### src/rtl/program_counter.sv
// Program-counter register: samples the next-PC value on every rising clock edge,
// with an optional word-alignment mask and an asynchronous active-low reset.
module program_counter #(
  parameter int unsigned      WIDTH       = 32,
  parameter logic [WIDTH-1:0] RESET_VALUE = '0,
  parameter bit               FORCE_ALIGN = 1'b0
) (
  input  logic             clk,
  input  logic             reset_n,
  input  logic [WIDTH-1:0] PC,
  output logic [WIDTH-1:0] PC_output
);

  // Clears the two LSBs when alignment is forced; otherwise passes every bit.
  localparam logic [WIDTH-1:0] ALIGN_MASK = FORCE_ALIGN ? ~WIDTH'(3) : '1;

  logic [WIDTH-1:0] pc_d;
  logic [WIDTH-1:0] pc_q;

  always_comb begin
    pc_d = PC & ALIGN_MASK;
  end

  // Loads on every edge, with no enable; reset wins over the clock.
  always_ff @(posedge clk or negedge reset_n) begin
    if (!reset_n) begin
      pc_q <= RESET_VALUE;
    end else begin
      pc_q <= pc_d;
    end
  end

  assign PC_output = pc_q;

endmodule

### config.mk
export PLATFORM = sky130hd
export DESIGN_NAME = program_counter
export DESIGN_NICKNAME = d
export VERILOG_FILES = /design/src/rtl/program_counter.sv
export SDC_FILE = /design/constraint.sdc
export NUM_CORES = 1
export LEC_CHECK = 0
export ABC_AREA = 1
export CAP_MARGIN = 20
export CORE_ASPECT_RATIO = 0.9
export CORE_MARGIN = 2
export CORE_UTILIZATION = 31
export DETAILED_ROUTE_END_ITERATION = 16
export PLACE_DENSITY = 0.76
export SLEW_MARGIN = 40
export SYNTH_ARGS = -nofsm -noshare
export SYNTH_HDL_FRONTEND = slang
export SYNTH_SLANG_ARGS = --single-unit
### constraint.sdc
create_clock -name clk -period 0.8 [get_ports clk]
set_clock_uncertainty 0.15 [all_clocks]
set_input_delay 0.08 -clock clk [delete_from_list [all_inputs] [get_ports clk]]
set_output_delay 0.08 -clock clk [all_outputs]
set_load 0.05 [all_outputs]
# == Word level (Yosys, flattened, before mapping) ==
# Index checks and enable logic that the tools add are counted.
# totals
latchBits,0
output_inout_bits,32
rom_bits,0
memories,0
reg_bits,32
input_bits,34
mem_bits_rw,0
# op_classes
eq_ne,0
shifts,0
addsub,0
n_reduce_logical,0
div_mod_pow,0
mux,0
n_mul,0
bitwise_logic,0
order_cmp,0

# == Depth between registers and ports, before layout ==
# depth
depth_word,0
mapped_depth,0
depth_no_buf,0

# == Worst setup path before layout ==
# Ideal clock, no wire load.
# synth_timing
path_type,register to output
startpoint,"register pc_q[0], in the netlist PC_output[0]"
endpoint,output PC_output[0]
stages_incl_launch_ff,1
slack_ns,-0.016
t_arrival_ns,0.586
n_path_buf,0
required_time_ns,0.570
cell_sequence,dfrtp_1
# synth_rtl
element,line_no,source
start: declaration,18,logic [WIDTH-1:0] pc_q;
start signal: assignment,29,pc_q <= pc_d;
end: declaration,11,output logic [WIDTH-1:0] PC_output
# No word-level cell between the ends.

# == Worst setup path in the final report ==
# layout_timing
startpoint,"register pc_q[6], in the netlist PC_output[6]"
endpoint,output PC_output[6]
# No word-level cell between the ends.

==> impl_results.md <==
- Run status: finished with violations
- Violated checks: negative hold slack, negative setup slack
- Antenna violations before repair: 0
- Critical-path cell with the highest stage delay: sky130_fd_sc_hd__dfrtp_2
- TritonCTS sink count: 32
- Global routing usage summed across all routing layers: around 15%
- Number of buffers inserted by port buffering: 65
- Fraction of layout instances using a drive strength above 1: about two thirds
- Post-Synthesis Net Count: 66
- Number of buffers and inverters on the critical path: 1
- Clk buf depth: 2
- LEAKAGE: slightly above 0.8 nW
- Setup repair after global routing missed its margin: true
- CTS buffer count: 5
- Final ANT Viol Nets: 0
- Max Clock Freq: about 900 MHz
- Placement Cell Area: about 1900 sq um
- Ordered cell list for the critical path: buf_12
- Via count of the first global-routing pass: 597
- Sequential share of the synthesized area: 100.0%
- Max-cap check violation count: 0
- Number of H-tree branching levels: 2
- Final clock period utilization by the worst path: 141.2%
- Pwr/cell area: between 1500 and 2000 nW/um^2
- Count of flip-flops with a built-in enable after synthesis: 0
- Postcts setup bufs: 0
- Area Growth Syn to Fin: 140.5%
- Share of the synthesized area in the top cell type: 100.0%
- Top cells by area in the synthesized netlist: sky130_fd_sc_hd__dfrtp_1 100%
- Total wire length after detailed routing: roughly 1800 microns
- Number of distinct library cell variants in the gate-level netlist after synthesis: 1
- Number of placed cells counting well taps: between 100 and 150
- Final count of hold timing violations: 32
- Post-cts repair resize count: 0
- Cell Area, Synth: 800.8 sq um
- Multi-input comb cells: 0
- Type of element capturing the critical path: output pin
- Most frequently used cell type in the post-synthesis netlist: sky130_fd_sc_hd__dfrtp_1
- Crit-path max cell delay: 0.43 ns
- Sum of overflow across all layers after global routing: 0
- Die Y: approximately 52 microns
- DR vias: 543
- Routed WL per cell: about 14 microns
- Worst Hold Class: in -> async
- Critical path start-end classification: reg -> out
- List of most frequent post-synthesis cells: 32 x sky130_fd_sc_hd__dfrtp_1
- Starting utilization of the core area: around a third
- Placeable Area: approximately 2400 sq um
- Count of pins on the block boundary: 66
- Synthesis warning total: 0
- Mean number of vias per cell: 4.052
- Final cell area excluding filler cells: between 1500 and 2000 sq um
- Floorplan die width: between 50 and 60 microns
- Sequential cell area: ~840 sq um
- Last weighted congestion value of the routability-driven placer: between 0.6 and 0.7
- Crit path setup slack, layout: -0.3296 ns
- Critical path data required time: roughly 0.57 ns
- Average size of a mapped cell: about 25 sq um
- Multi-input logic area: 0 sq um
- Final standard cell utilization of the core: between 70% and 80%
- First-pass GRT wire length: 2980 microns
- Primary FF master, synth: sky130_fd_sc_hd__dfrtp_1
- CP Launch Type: flip-flop
- Number of instances in the synthesized netlist: 32
- Drt initial violations: 2
- Std cell rows: 17
- Die Area: around 3000 sq um
- Post-detailed-placement half-perimeter wirelength: around 1500 microns
- Arr. time, crit path: 0.90 ns
- Post-layout nets: between 100 and 150
- Share of flip-flops with an asynchronous set or reset after synthesis: 100.0%
- Final setup violation count: 32
- Number of synthesized register bits: 32
- Cell family with the largest share of critical-path delay: flip-flops
- Reg clk slew, reported paths: around 0.09 ns
- Final critical delay including setup and external delays: between 1 and 1.5 ns
- Largest register FFs: 32
- First drt pass iteration count: 2
- Total DRC errors in the routed layout: 0
- Max FO, Critical Path: 1
- Count of non-filler cells in the finished layout: 134
- Headroom to the max-slew limit: 89.04%
- Root Buffer: sky130_fd_sc_hd__clkbuf_4
- Hold Worst Slack: -0.02262 ns
- Least-Margin Pin Slew: approximately 0.16 ns
- Pin count of the biggest net entering global routing: 33
- Largest area contributor in the netlist: sky130_fd_sc_hd__dfrtp_1
- Diodes inserted: 0
- Number of fillers in the final layout: roughly 150
- Clock tree from TritonCTS: built
- Worst-case setup slack after placement: -0.008067 ns
- Number of pins with negative max-slew slack in the final report: 0
- Peak supply drop: about 1600 uV
==> metrics by stage <==
| stage | setup TNS (ns) | total power, mW | hold slack, ns |
|---|---|---|---|
| 3_3_place_gp | 0 | 2.661 | 0.3127 |
| 6_report | -10.09 | 3.541 | -0.02262 |
| 3_5_place_dp | -0.2187 | 2.678 | 0.3231 |
| 5_1_grt | -11.44 | 3.701 | -0.02196 |
| 4_1_cts | -10.90 | 3.607 | -0.02986 |
| 2_1_floorplan | 0 | 2.071 | -0.3656 |
==> path summary, 6_finish.rpt <==
check                              from  cells past startpoint  slack, ns           end
max                        PC_output[6]                      1      -0.33  PC_output[6]
min                             reset_n                      2      -0.02  PC_output[9]
max in group asynchronous       reset_n                      2       0.35  PC_output[0]
min in group clk                  PC[8]                      1       0.04  PC_output[8]
==> layer usage <==
metal / track usage (%) / share of wire, % / up-vias
met5: 0 / 0 / -
met1: 15.88 / 33 / 256
met2: 23.48 / 53 / 38
met3: 7.901 / 11 / 6
met4: 6.977 / 2.0 / 0
li1: - / - / 243
==> where the power goes <==
group | total [mW] | switching [mW] | internal, mW
clock | 0.911 | 0.478 | 0.433
combinational | 0.846 | 0.383 | 0.463
sequential | 1.78 | 0.0704 | 1.71
==> area by class of cell <==
type	count	share of cell area [%]
Timing Repair Buffer	66	51.46
Sequential cell	32	43.66
Clock buffer	8	3.054
Tap cell	28	1.819
==> layout by cell type, fill, tap and decap left out <==
cell	synthesis	layout
sky130_fd_sc_hd__clkbuf_8	0	1
sky130_fd_sc_hd__dfrtp_2	0	32
sky130_fd_sc_hd__clkbuf_4	0	5
sky130_fd_sc_hd__clkdlybuf4s50_1	0	33
sky130_fd_sc_hd__buf_12	0	33
sky130_fd_sc_hd__clkbuf_1	0	2
==> logic make-up (layout without fill, tap and decap cells) <==
group                  Yosys count  in the layout  share of synthesized area [%]
flip-flops                      32             32                          100.0
buffers and inverters            0             74                              0
==> what timing repair did <==
item                                   CTS  global route
endpoints found under the hold margin   32            32
gates cloned                             0             0
pin swaps                                0             0
setup endpoints to repair               32            32
(Power assumes the default switching activity.)
